## src/rtl/pc_sequencer_if.sv

```systemverilog
// Sequencer bus: decoder handshake, PC feedback/update and status.
// master = surrounding datapath/decoder, slave = pc_sequencer.
interface pc_sequencer_if #(
    parameter int PC_WIDTH = 8
);
    logic                Run;
    logic [PC_WIDTH-1:0] PC;
    logic                Instr_Valid;
    logic [2:0]          Op;
    logic [PC_WIDTH-1:0] Target;
    logic                Zero;
    logic [PC_WIDTH-1:0] Next_PC;
    logic                Fetch_Req;
    logic [1:0]          State;
    logic                Halted;
    logic                Stack_Err;

    modport master (
        output Run, PC, Instr_Valid, Op, Target, Zero,
        input  Next_PC, Fetch_Req, State, Halted, Stack_Err
    );

    modport slave (
        input  Run, PC, Instr_Valid, Op, Target, Zero,
        output Next_PC, Fetch_Req, State, Halted, Stack_Err
    );
endinterface

```

## src/rtl/pc_sequencer.sv

```systemverilog
// Fetch/execute sequencer producing Next_PC for the program counter register.
// Optional return-address stack enabled by defining PC_STACK_EN.
module pc_sequencer #(
    parameter int                  PC_WIDTH     = 8,
    parameter logic [PC_WIDTH-1:0] RESET_VECTOR = '0,
    parameter int                  STACK_DEPTH  = 4
) (
    input logic           Clk,
    input logic           Clear_n,
    pc_sequencer_if.slave bus
);
    typedef enum logic [1:0] {
        S_IDLE  = 2'b00,
        S_FETCH = 2'b01,
        S_EXEC  = 2'b10,
        S_HALT  = 2'b11
    } state_t;

    localparam logic [2:0] OP_SEQ  = 3'b000;
    localparam logic [2:0] OP_JMP  = 3'b001;
    localparam logic [2:0] OP_BRZ  = 3'b010;
    localparam logic [2:0] OP_CALL = 3'b011;
    localparam logic [2:0] OP_RET  = 3'b100;
    localparam logic [2:0] OP_HALT = 3'b101;

    state_t              state_q, state_d;
    logic [2:0]          op_q;
    logic [PC_WIDTH-1:0] tgt_q;
    logic                zero_q;
    logic                halted_q;
    logic                err_q;
    logic                err;
    logic [PC_WIDTH-1:0] pc_inc;
    logic [PC_WIDTH-1:0] next_pc;

`ifdef PC_STACK_EN
    localparam int SPW = $clog2(STACK_DEPTH + 1);
    localparam int AW  = (STACK_DEPTH > 1) ? $clog2(STACK_DEPTH) : 1;

    logic [PC_WIDTH-1:0] stack_q [0:(1<<AW)-1];
    logic [SPW-1:0]      sp_q;
    logic [SPW-1:0]      sp_m1;
    logic                push, pop;

    assign sp_m1 = sp_q - SPW'(1);
`endif

    assign pc_inc = bus.PC + PC_WIDTH'(1);

    always_comb begin
        state_d = state_q;
        next_pc = bus.PC;
        err     = 1'b0;
`ifdef PC_STACK_EN
        push    = 1'b0;
        pop     = 1'b0;
`endif
        case (state_q)
            S_IDLE:  if (bus.Run) state_d = S_FETCH;
            S_FETCH: begin
                if (!bus.Run)             state_d = S_IDLE;
                else if (bus.Instr_Valid) state_d = S_EXEC;
            end
            S_EXEC: begin
                state_d = bus.Run ? S_FETCH : S_IDLE;
                case (op_q)
                    OP_SEQ:  next_pc = pc_inc;
                    OP_JMP:  next_pc = tgt_q;
                    OP_BRZ:  next_pc = zero_q ? tgt_q : pc_inc;
`ifdef PC_STACK_EN
                    OP_CALL: begin
                        if (sp_q == SPW'(STACK_DEPTH)) err = 1'b1;
                        else begin
                            push    = 1'b1;
                            next_pc = tgt_q;
                        end
                    end
                    OP_RET: begin
                        if (sp_q == '0) err = 1'b1;
                        else begin
                            pop     = 1'b1;
                            next_pc = stack_q[sp_m1[AW-1:0]];
                        end
                    end
`else
                    // Without a stack a call degenerates to a jump and return is illegal.
                    OP_CALL: next_pc = tgt_q;
                    OP_RET:  err = 1'b1;
`endif
                    OP_HALT: state_d = S_HALT;
                    default: next_pc = pc_inc;
                endcase
                if (err) state_d = S_HALT;
            end
            S_HALT:  if (!bus.Run) state_d = S_IDLE;
            default: state_d = S_IDLE;
        endcase
    end

    always_ff @(posedge Clk) begin
        if (!Clear_n) begin
            state_q  <= S_IDLE;
            op_q     <= OP_SEQ;
            tgt_q    <= '0;
            zero_q   <= 1'b0;
            halted_q <= 1'b0;
            err_q    <= 1'b0;
        end else begin
            state_q  <= state_d;
            halted_q <= (state_d == S_HALT);
            if (state_q == S_EXEC && err) err_q <= 1'b1;
            if (state_q == S_FETCH && bus.Run && bus.Instr_Valid) begin
                op_q   <= bus.Op;
                tgt_q  <= bus.Target;
                zero_q <= bus.Zero;
            end
        end
    end

`ifdef PC_STACK_EN
    // Pointer lives under reset so an aborted EXEC never commits a push/pop.
    always_ff @(posedge Clk) begin
        if (!Clear_n)                      sp_q <= '0;
        else if (state_q == S_EXEC && push) sp_q <= sp_q + SPW'(1);
        else if (state_q == S_EXEC && pop)  sp_q <= sp_m1;
    end

    always_ff @(posedge Clk) begin
        if (Clear_n && state_q == S_EXEC && push) stack_q[sp_q[AW-1:0]] <= pc_inc;
    end
`endif

    assign bus.Next_PC   = Clear_n ? next_pc : RESET_VECTOR;
    assign bus.Fetch_Req = (state_q == S_FETCH);
    assign bus.State     = state_q;
    assign bus.Halted    = halted_q;
    assign bus.Stack_Err = err_q;
endmodule

```

## src/flat_wrapper.sv

```systemverilog
// flat-port wrapper written by rule: the top's interface ports become plain ports
module pc_sequencer_flat 
#(
    parameter int                  PC_WIDTH     = 8,
    parameter logic [PC_WIDTH-1:0] RESET_VECTOR = '0,
    parameter int                  STACK_DEPTH  = 4
)
  (Clk, Clear_n, bus_Run, bus_PC, bus_Instr_Valid, bus_Op, bus_Target, bus_Zero, bus_Next_PC, bus_Fetch_Req, bus_State, bus_Halted, bus_Stack_Err);
  pc_sequencer_if #(.PC_WIDTH(PC_WIDTH)) bus_i ();
  input logic Clk;
  input logic Clear_n;
  input wire logic [$bits(bus_i.Run)-1:0] bus_Run;
  input wire logic [$bits(bus_i.PC)-1:0] bus_PC;
  input wire logic [$bits(bus_i.Instr_Valid)-1:0] bus_Instr_Valid;
  input wire logic [$bits(bus_i.Op)-1:0] bus_Op;
  input wire logic [$bits(bus_i.Target)-1:0] bus_Target;
  input wire logic [$bits(bus_i.Zero)-1:0] bus_Zero;
  output wire logic [$bits(bus_i.Next_PC)-1:0] bus_Next_PC;
  output wire logic [$bits(bus_i.Fetch_Req)-1:0] bus_Fetch_Req;
  output wire logic [$bits(bus_i.State)-1:0] bus_State;
  output wire logic [$bits(bus_i.Halted)-1:0] bus_Halted;
  output wire logic [$bits(bus_i.Stack_Err)-1:0] bus_Stack_Err;
  assign bus_i.Run = bus_Run;
  assign bus_i.PC = bus_PC;
  assign bus_i.Instr_Valid = bus_Instr_Valid;
  assign bus_i.Op = bus_Op;
  assign bus_i.Target = bus_Target;
  assign bus_i.Zero = bus_Zero;
  assign bus_Next_PC = bus_i.Next_PC;
  assign bus_Fetch_Req = bus_i.Fetch_Req;
  assign bus_State = bus_i.State;
  assign bus_Halted = bus_i.Halted;
  assign bus_Stack_Err = bus_i.Stack_Err;
  pc_sequencer #(.PC_WIDTH(PC_WIDTH), .RESET_VECTOR(RESET_VECTOR), .STACK_DEPTH(STACK_DEPTH)) u_core (.Clk(Clk), .Clear_n(Clear_n), .bus(bus_i));
endmodule
```

## config.mk

```make
export PLATFORM = sky130hd
export DESIGN_NAME = pc_sequencer_flat
export DESIGN_NICKNAME = d
export VERILOG_FILES = /design/src/rtl/pc_sequencer_if.sv /design/src/rtl/pc_sequencer.sv /design/src/flat_wrapper.sv
export SDC_FILE = /design/constraint.sdc
export NUM_CORES = 1
export LEC_CHECK = 0
export ABC_AREA = 1
export CAP_MARGIN = 20
export CORE_ASPECT_RATIO = 1.4
export CORE_UTILIZATION = 40
export CTS_CLUSTER_SIZE = 20
export DETAILED_ROUTE_END_ITERATION = 7
export PLACE_DENSITY = 0.76
export SYNTH_ARGS = -nofsm -noshare
export SYNTH_HDL_FRONTEND = slang
export SYNTH_SLANG_ARGS = --single-unit
```

## constraint.sdc

```tcl
create_clock -name Clk -period 1.5 [get_ports Clk]
set_input_delay 0.45 -clock Clk [delete_from_list [all_inputs] [get_ports Clk]]
set_output_delay 0.45 -clock Clk [all_outputs]
set_load 0.01 [all_outputs]
```

==> results.md, run 1 <==
* Failing checks: setup timing
* DP HPWL at 2.54 mm
* CP startpoint: bus_PC[3]
* Hold WS at about 470 ps
* TritonRoute pass-1 iters at 4
* Seq cells post-synth at 16
* Final Hold Fails at 0
* CTS tree: yes
* Mapped Area at around 1000 sq um
* First-pass GRT wire length at 4.87 mm
* WL final at approximately 3.2 mm
* NumNets Final at roughly 250
* Vias at between 1000 and 1500
* WL per Instance at 12.2 um
* Worst r2r dst: u_core.tgt_q[2]$_SDFFE_PN0P_
* Core area at approximately 2400 sq um
* Leading area contributor after synthesis: dfxtp_1
* Fin cells at ~260
* Placed instance count at around 250
* CTS max path bufs at 2
* Commonest non-fill, non-tap cell in the layout: nand2_1
* Final Skew at 3.54 ps
* Area contributors post-synth: dfxtp_1, nand2_1, a21oi_1
* Worst EP arrival at between 1000 and 1500 ps
* CP Capture Type: primary output
* Rel. slew slack at between 80% and 90%
* Max-slew violation count at 0
* Via density at 4.89
* VDD IR-drop max at approximately 0.54 mV
* Type of origin of the critical path: input port
* Row count at 21
* Area delta synth->final at 67.8%
* Cell Area, Placed at 1670 sq um
* Ant diodes at 0
* MaxCap Viol Count at 0
* # clock sinks at 16
* Vias in the first global route at about 1200
* Initial antenna violation count at 0
* Power per cell area at approximately 570 nW/um^2
* Final Cycle Share at 129%
* Synth Warn # at 0
* Minimum clock period at a little under 2000 ps
* Die W at approximately 45 um
* Sequential-to-total area share from yosys stat at about 31%
* H-tree depth at 1
* Placer Congestion at 0.994
* Top cell type's share of synthesized area at 31.2%
* Unrepaired setup endpoints after global routing: true
* IO Count at 37
* Worst R2R Start: u_core.bus.State[0]$_SDFF_PN0_
* Worst min path class: reg2reg
* Root Driver: clkbuf_4
* Largest net degree at the start of global routing at 14
* Clk_lat worst skew at 280 ps
* Worst slew pin tran at 198 ps
* Routed Antenna Nets at 0
* Port-buffer cells at 36
* Gr usage total at roughly a quarter
* Max Fanout on Critical Path at 5
* R2r setup slk at 130 ps
* R2R cell count at 8
* Cell count after synthesis at 158
* Initial Util at 42.5%
* Syn avg cell area at ~6.5 sq um
* Status: complete, but fails checks
* Library cells used by synthesis at 24
* CP required at 1050 ps
* Setup crit end: bus_Next_PC[3]
* DRC violations left at 0
* Setup Total Neg Slack at -3220 ps
* Die Y-Extent at between 60 and 70 um
* Fin util at 71.3%
* Most frequent cells in the layout: nand2_1, buf_4, a21oi_1
* Leakage power at 0.766 nW
* Layout cell share with drive strength beyond 1 at around 40%
* Num CTS Buffers at 3
* Setup violators final at 8
* Critical path type: in2out
* Reg clk slew, reported paths at ~80 ps
* Total global routing overflow at 0
* Achievable Freq at 518 MHz
* Die area at ~2800 sq um
* Syn_nets at 183
* Initial detailed-routing violation count at 20
* Finished Cell Area at ~1700 sq um
* Final worst slack at -430 ps
[final cells by class]
| type | instances | area [sq um] |
|---|---|---|
| Fill cell | 212 | 693 |
| Timing Repair inverter | 1 | 5.00 |
| Tap cell | 34 | 42.5 |
| Multi-Input combinational cell | 120 | 702 |
| Sequential cell | 16 | 330 |
| Timing Repair Buffer | 67 | 523 |
| Clock buffer | 4 | 36.3 |
| Inverter | 20 | 85.1 |
[through the flow]
stage,worst slack (ps),total power [W]
floorplan,-35.6,0.000560
global placement,-1190,0.000721
detailed placement,-1240,0.000730
CTS,-420,0.000987
global route,-499,0.00104
finish,-430,0.000986
[registers in the layout, summed over array words and instances (netlist names)]
signal,count
u_core.bus.Halted,1
u_core.bus.Stack_Err,1
u_core.bus.State,2
u_core.op_q,3
u_core.tgt_q,8
u_core.zero_q,1
[Yosys cell counts]
library cell  instances
inv_2                 1
xnor2_1               1
inv_1                16
nand2_2               3
clkinv_1              2
buf_2                 2
a22oi_1               3
a21oi_1              23
clkinv_4              1
nor2_1                9
nand2_1              43
o21ai_0              11
nand3_4               1
nand2_4               4
nor2_2                3
dfxtp_1              16
ha_1                  1
o21ai_1               4
nand3_2               1
xor2_1                1
nand3_1               8
a31oi_1               2
buf_4                 1
a21oi_2               1
[where the power goes]
part	leakage (nW)	switching (W)	internal, W
combinational	0.613	0.000135	0.000139
clock	0.0210	0.000124	0.000148
sequential	0.132	0.00000869	0.000433
[worst max-delay path, stage by stage]
cell and delay (ps):
dlygate4sd2_1 270, buf_4 160, xor2_1 150, nor2_1 100, nor2_1 40, a21oi_1 140, buf_2 150
[logic make-up (layout without fill, tap and decap cells)]
family / Yosys count / in the layout / synth area share (%)
XOR/XNOR: 2 / 2 / 1.71
buffers and inverters: 23 / 92 / 9.50
adder cells (fa/ha/maj): 1 / 1 / 1.22
AND/OR/NAND/NOR: 72 / 73 / 33.6
flip-flops: 16 / 16 / 31.2
AO/OA/AOI/OAI: 44 / 44 / 22.8
[worst min-delay path by stage]
stage | depth (start not counted) | end | slack [ps] | start
global route | 2 | u_core.tgt_q[5]$_SDFFE_PN0P_ | 500 | u_core.tgt_q[5]$_SDFFE_PN0P_
finish | 2 | u_core.tgt_q[5]$_SDFFE_PN0P_ | 470 | u_core.tgt_q[5]$_SDFFE_PN0P_
detailed placement | 2 | u_core.tgt_q[5]$_SDFFE_PN0P_ | 460 | u_core.tgt_q[5]$_SDFFE_PN0P_
floorplan | 2 | u_core.tgt_q[2]$_SDFFE_PN0P_ | 440 | u_core.tgt_q[2]$_SDFFE_PN0P_
CTS | 2 | u_core.tgt_q[5]$_SDFFE_PN0P_ | 480 | u_core.tgt_q[5]$_SDFFE_PN0P_
global placement | 2 | u_core.tgt_q[5]$_SDFFE_PN0P_ | 450 | u_core.tgt_q[5]$_SDFFE_PN0P_
[timing repair]
action	4_1_cts	5_1_grt
hold buffers	0	0
gates cloned	0	2
pin swaps	9	11
setup endpoints to repair	13	17
setup buffers	1	1
resized for setup	73	14
[per-layer routing]
layer  wire length [um]  share of wire [%]  global-route usage [%]
met1               1210                 38                    23.1
met2               1860                 58                    49.4
met3                 86                2.7                    1.45
met4                 34                1.1                    10.8
met5                  0                  0                       0
Note: power is estimated with default switching activity, not from simulation.
==> inputs of run 2 (changes only) <==
- SKIP_CTS_REPAIR_TIMING: unset -> 1
- SLEW_MARGIN: unset -> 10
==> run 2 against run 1 <==
  * The flow still finishes with violations (setup timing)
  * Utilization is 1.1 points higher
  * Final cell count stayed put
  * Die area stayed put
  * Clock power hardly changed
  * Largest cell class unchanged
==> results.md, run 2 (synthesis gave the netlist of run 1 again) <==
* Worst EP arrival at 1500 ps (was 1480 ps)
* CTS tree: yes (unchanged)
* Placer Congestion at 0.994 (unchanged)
* Unrepaired setup endpoints after global routing: true (unchanged)
* Most frequent cells in the layout: nand2_1, buf_4, a21oi_1 (unchanged)
* Sw frac at 26.8% (was 27.1%)
* Gr usage total at 23.8% (was 23.7%)
* Commonest non-fill, non-tap cell in the layout: nand2_1 (unchanged)
* Setup Total Neg Slack at -3380 ps (was -3220 ps)
* DRC violations left at 0 (unchanged)
* Gate power share at 27.7% (about the same)
* CP Capture Type: primary output (unchanged)
* Status: complete, but fails checks (unchanged)
* Max Fanout on Critical Path at 7 (was 5)
* Worst min path class: reg2reg (unchanged)
* Minimum clock period at 1950 ps (was 1930 ps)
* DP HPWL at 2.54 mm (unchanged)
* Via density at 5.00 (was 4.89)
* Worst path max stage delay at 370 ps (was 270 ps)
* Largest net degree at the start of global routing at 14 (unchanged)
* WL per Instance at 12.1 um (was 12.2 um)
* Setup violators final at 8 (unchanged)
* MaxCap Viol Count at 0 (unchanged)
* Type of origin of the critical path: flop (was input port)
* Worst slew pin tran at 248 ps (was 198 ps)
* Largest Register: u_core.tgt_q (unchanged)
* First-pass GRT wire length at 4.93 mm (was 4.87 mm)
* Initial detailed-routing violation count at 19 (was 20)
* Clk pwr share at 27.5% (about the same)
* Failing checks: setup timing (unchanged)
* Power share of the sequential group at 44.8% (about the same)
* Total global routing overflow at 0 (unchanged)
* Die Y-Extent at 62.0 um (unchanged)
* Root Driver: clkbuf_4 (unchanged)
* Hold WS at 469 ps (about the same)
* Die W at 44.8 um (unchanged)
* TritonRoute pass-1 iters at 4 (unchanged)
* Initial antenna violation count at 0 (unchanged)
* Final worst slack at -450 ps (was -430 ps)
* Ant diodes at 0 (unchanged)
* Max-slew violation count at 0 (unchanged)
* Clk_lat worst skew at 280 ps (about the same)
* H-tree depth at 1 (unchanged)
* Final Hold Fails at 0 (unchanged)
* IO Count at 37 (unchanged)
* Final Skew at 1.65 ps (was 3.54 ps)
* Routed Antenna Nets at 0 (unchanged)
* Vias at 1311 (was 1282)
* VDD IR-drop max at 0.539 mV (about the same)
* Port-buffer cells at 36 (unchanged)
* Layout cell share with drive strength beyond 1 at 39.0% (was 39.9%)
* NumNets Final at 254 (unchanged)
* Fillers at 205 (was 212)
* Row count at 21 (unchanged)
* CTS max path bufs at 2 (unchanged)
* Final Cycle Share at 130% (was 129%)
* Num CTS Buffers at 3 (unchanged)
* Initial Util at 42.5% (unchanged)
* Achievable Freq at 513 MHz (was 518 MHz)
* Rel. slew slack at 83.3% (was 86.6%)
* CP required at 1050 ps (about the same)
* Core area at 2420 sq um (unchanged)
* Power per cell area at 563 nW/um^2 (was 572 nW/um^2)
* Internal power at 0.000722 W (was 0.000719 W)
* # clock sinks at 16 (unchanged)
* Switching power at 0.000265 W (was 0.000267 W)
* Die area at 2780 sq um (unchanged)
* Worst-path cell chain: nor2_4, nand3_4, nand2_4, buf_4, a22oi_1, a21oi_2, buf_2 (was dlygate4sd2_1, buf_4, xor2_1, nor2_1, nor2_1, a21oi_1, buf_2)
* Slowest CP cell: dfxtp_4 (was dlygate4sd2_1)
* Area delta synth->final at 70.4% (was 67.8%)
* Vias in the first global route at 1257 (was 1240)
* Reg clk slew, reported paths at 90 ps (was 80 ps)
* Critical path type: reg2out (was in2out)
* Leakage power at 0.862 nW (was 0.766 nW)
* WL final at 3.17 mm (was 3.19 mm)
* Max reg flops at 8 (unchanged)
-- run 2: power by group through the flow --
stage / Clock, W / Sequential (W) / Combinational [W]
floorplan: 0 / 0.000452 / 0.000108
global placement: 0 / 0.000451 / 0.000270
detailed placement: 0 / 0.000452 / 0.000278
CTS: 0.000281 / 0.000442 / 0.000280
global route: 0.000306 / 0.000443 / 0.000296
finish: 0.000271 / 0.000442 / 0.000274
-- run 2: cell type report --
cell class,instances,area (sq um),share of cell area (%)
Multi-Input combinational cell,120,688,39.3
Timing Repair Buffer,67,563,32.2
Clock buffer,4,36.3,2.07
Inverter,20,83.8,4.79
Sequential cell,16,332,18.9
Timing Repair inverter,1,5.00,0.286
Tap cell,34,42.5,2.43
-- run 2: through the flow --
step           instances  power, W  setup WS (ps)  area [sq um]  utilization [%]
5_1_grt              262   0.00105           -524          1750             72.4
2_1_floorplan        158  0.000560          -35.6          1070                -
3_3_place_gp         254  0.000721          -1190          1670             69.0
4_1_cts              258   0.00100          -1250          1710             70.5
6_report             262  0.000986           -450          1750             72.4
3_5_place_dp         254  0.000730          -1240          1670             69.0
-- run 2: routing by layer --
layer  vias up  track usage [%]  routed length [um]
li1        658                -                   -
met1       614             24.3                1180
met2        33             48.5                1840
met3         6             1.16                  92
met4         0             10.8                  55
met5         -                0                   0
-- run 2: path summary, 6_finish.rpt --
kind	startpoint	to	slack, ps	cells past startpoint
setup / recovery	u_core.op_q[0]$_SDFFE_PN0P_	bus_Next_PC[4]	-450	7
hold / removal	u_core.tgt_q[5]$_SDFFE_PN0P_	u_core.tgt_q[5]$_SDFFE_PN0P_	470	2
setup reg to reg	u_core.bus.State[0]$_SDFF_PN0_	u_core.tgt_q[5]$_SDFFE_PN0P_	140	8
hold reg to reg	u_core.tgt_q[5]$_SDFFE_PN0P_	u_core.tgt_q[5]$_SDFFE_PN0P_	470	2
-- run 2: critical path: cells and delay by family, from the launching register on --
family                 cells  cell delay, ps
flip-flops                 1             370
buffers and inverters      2             260
AND/OR/NAND/NOR            3             390
AO/OA/AOI/OAI              2             200
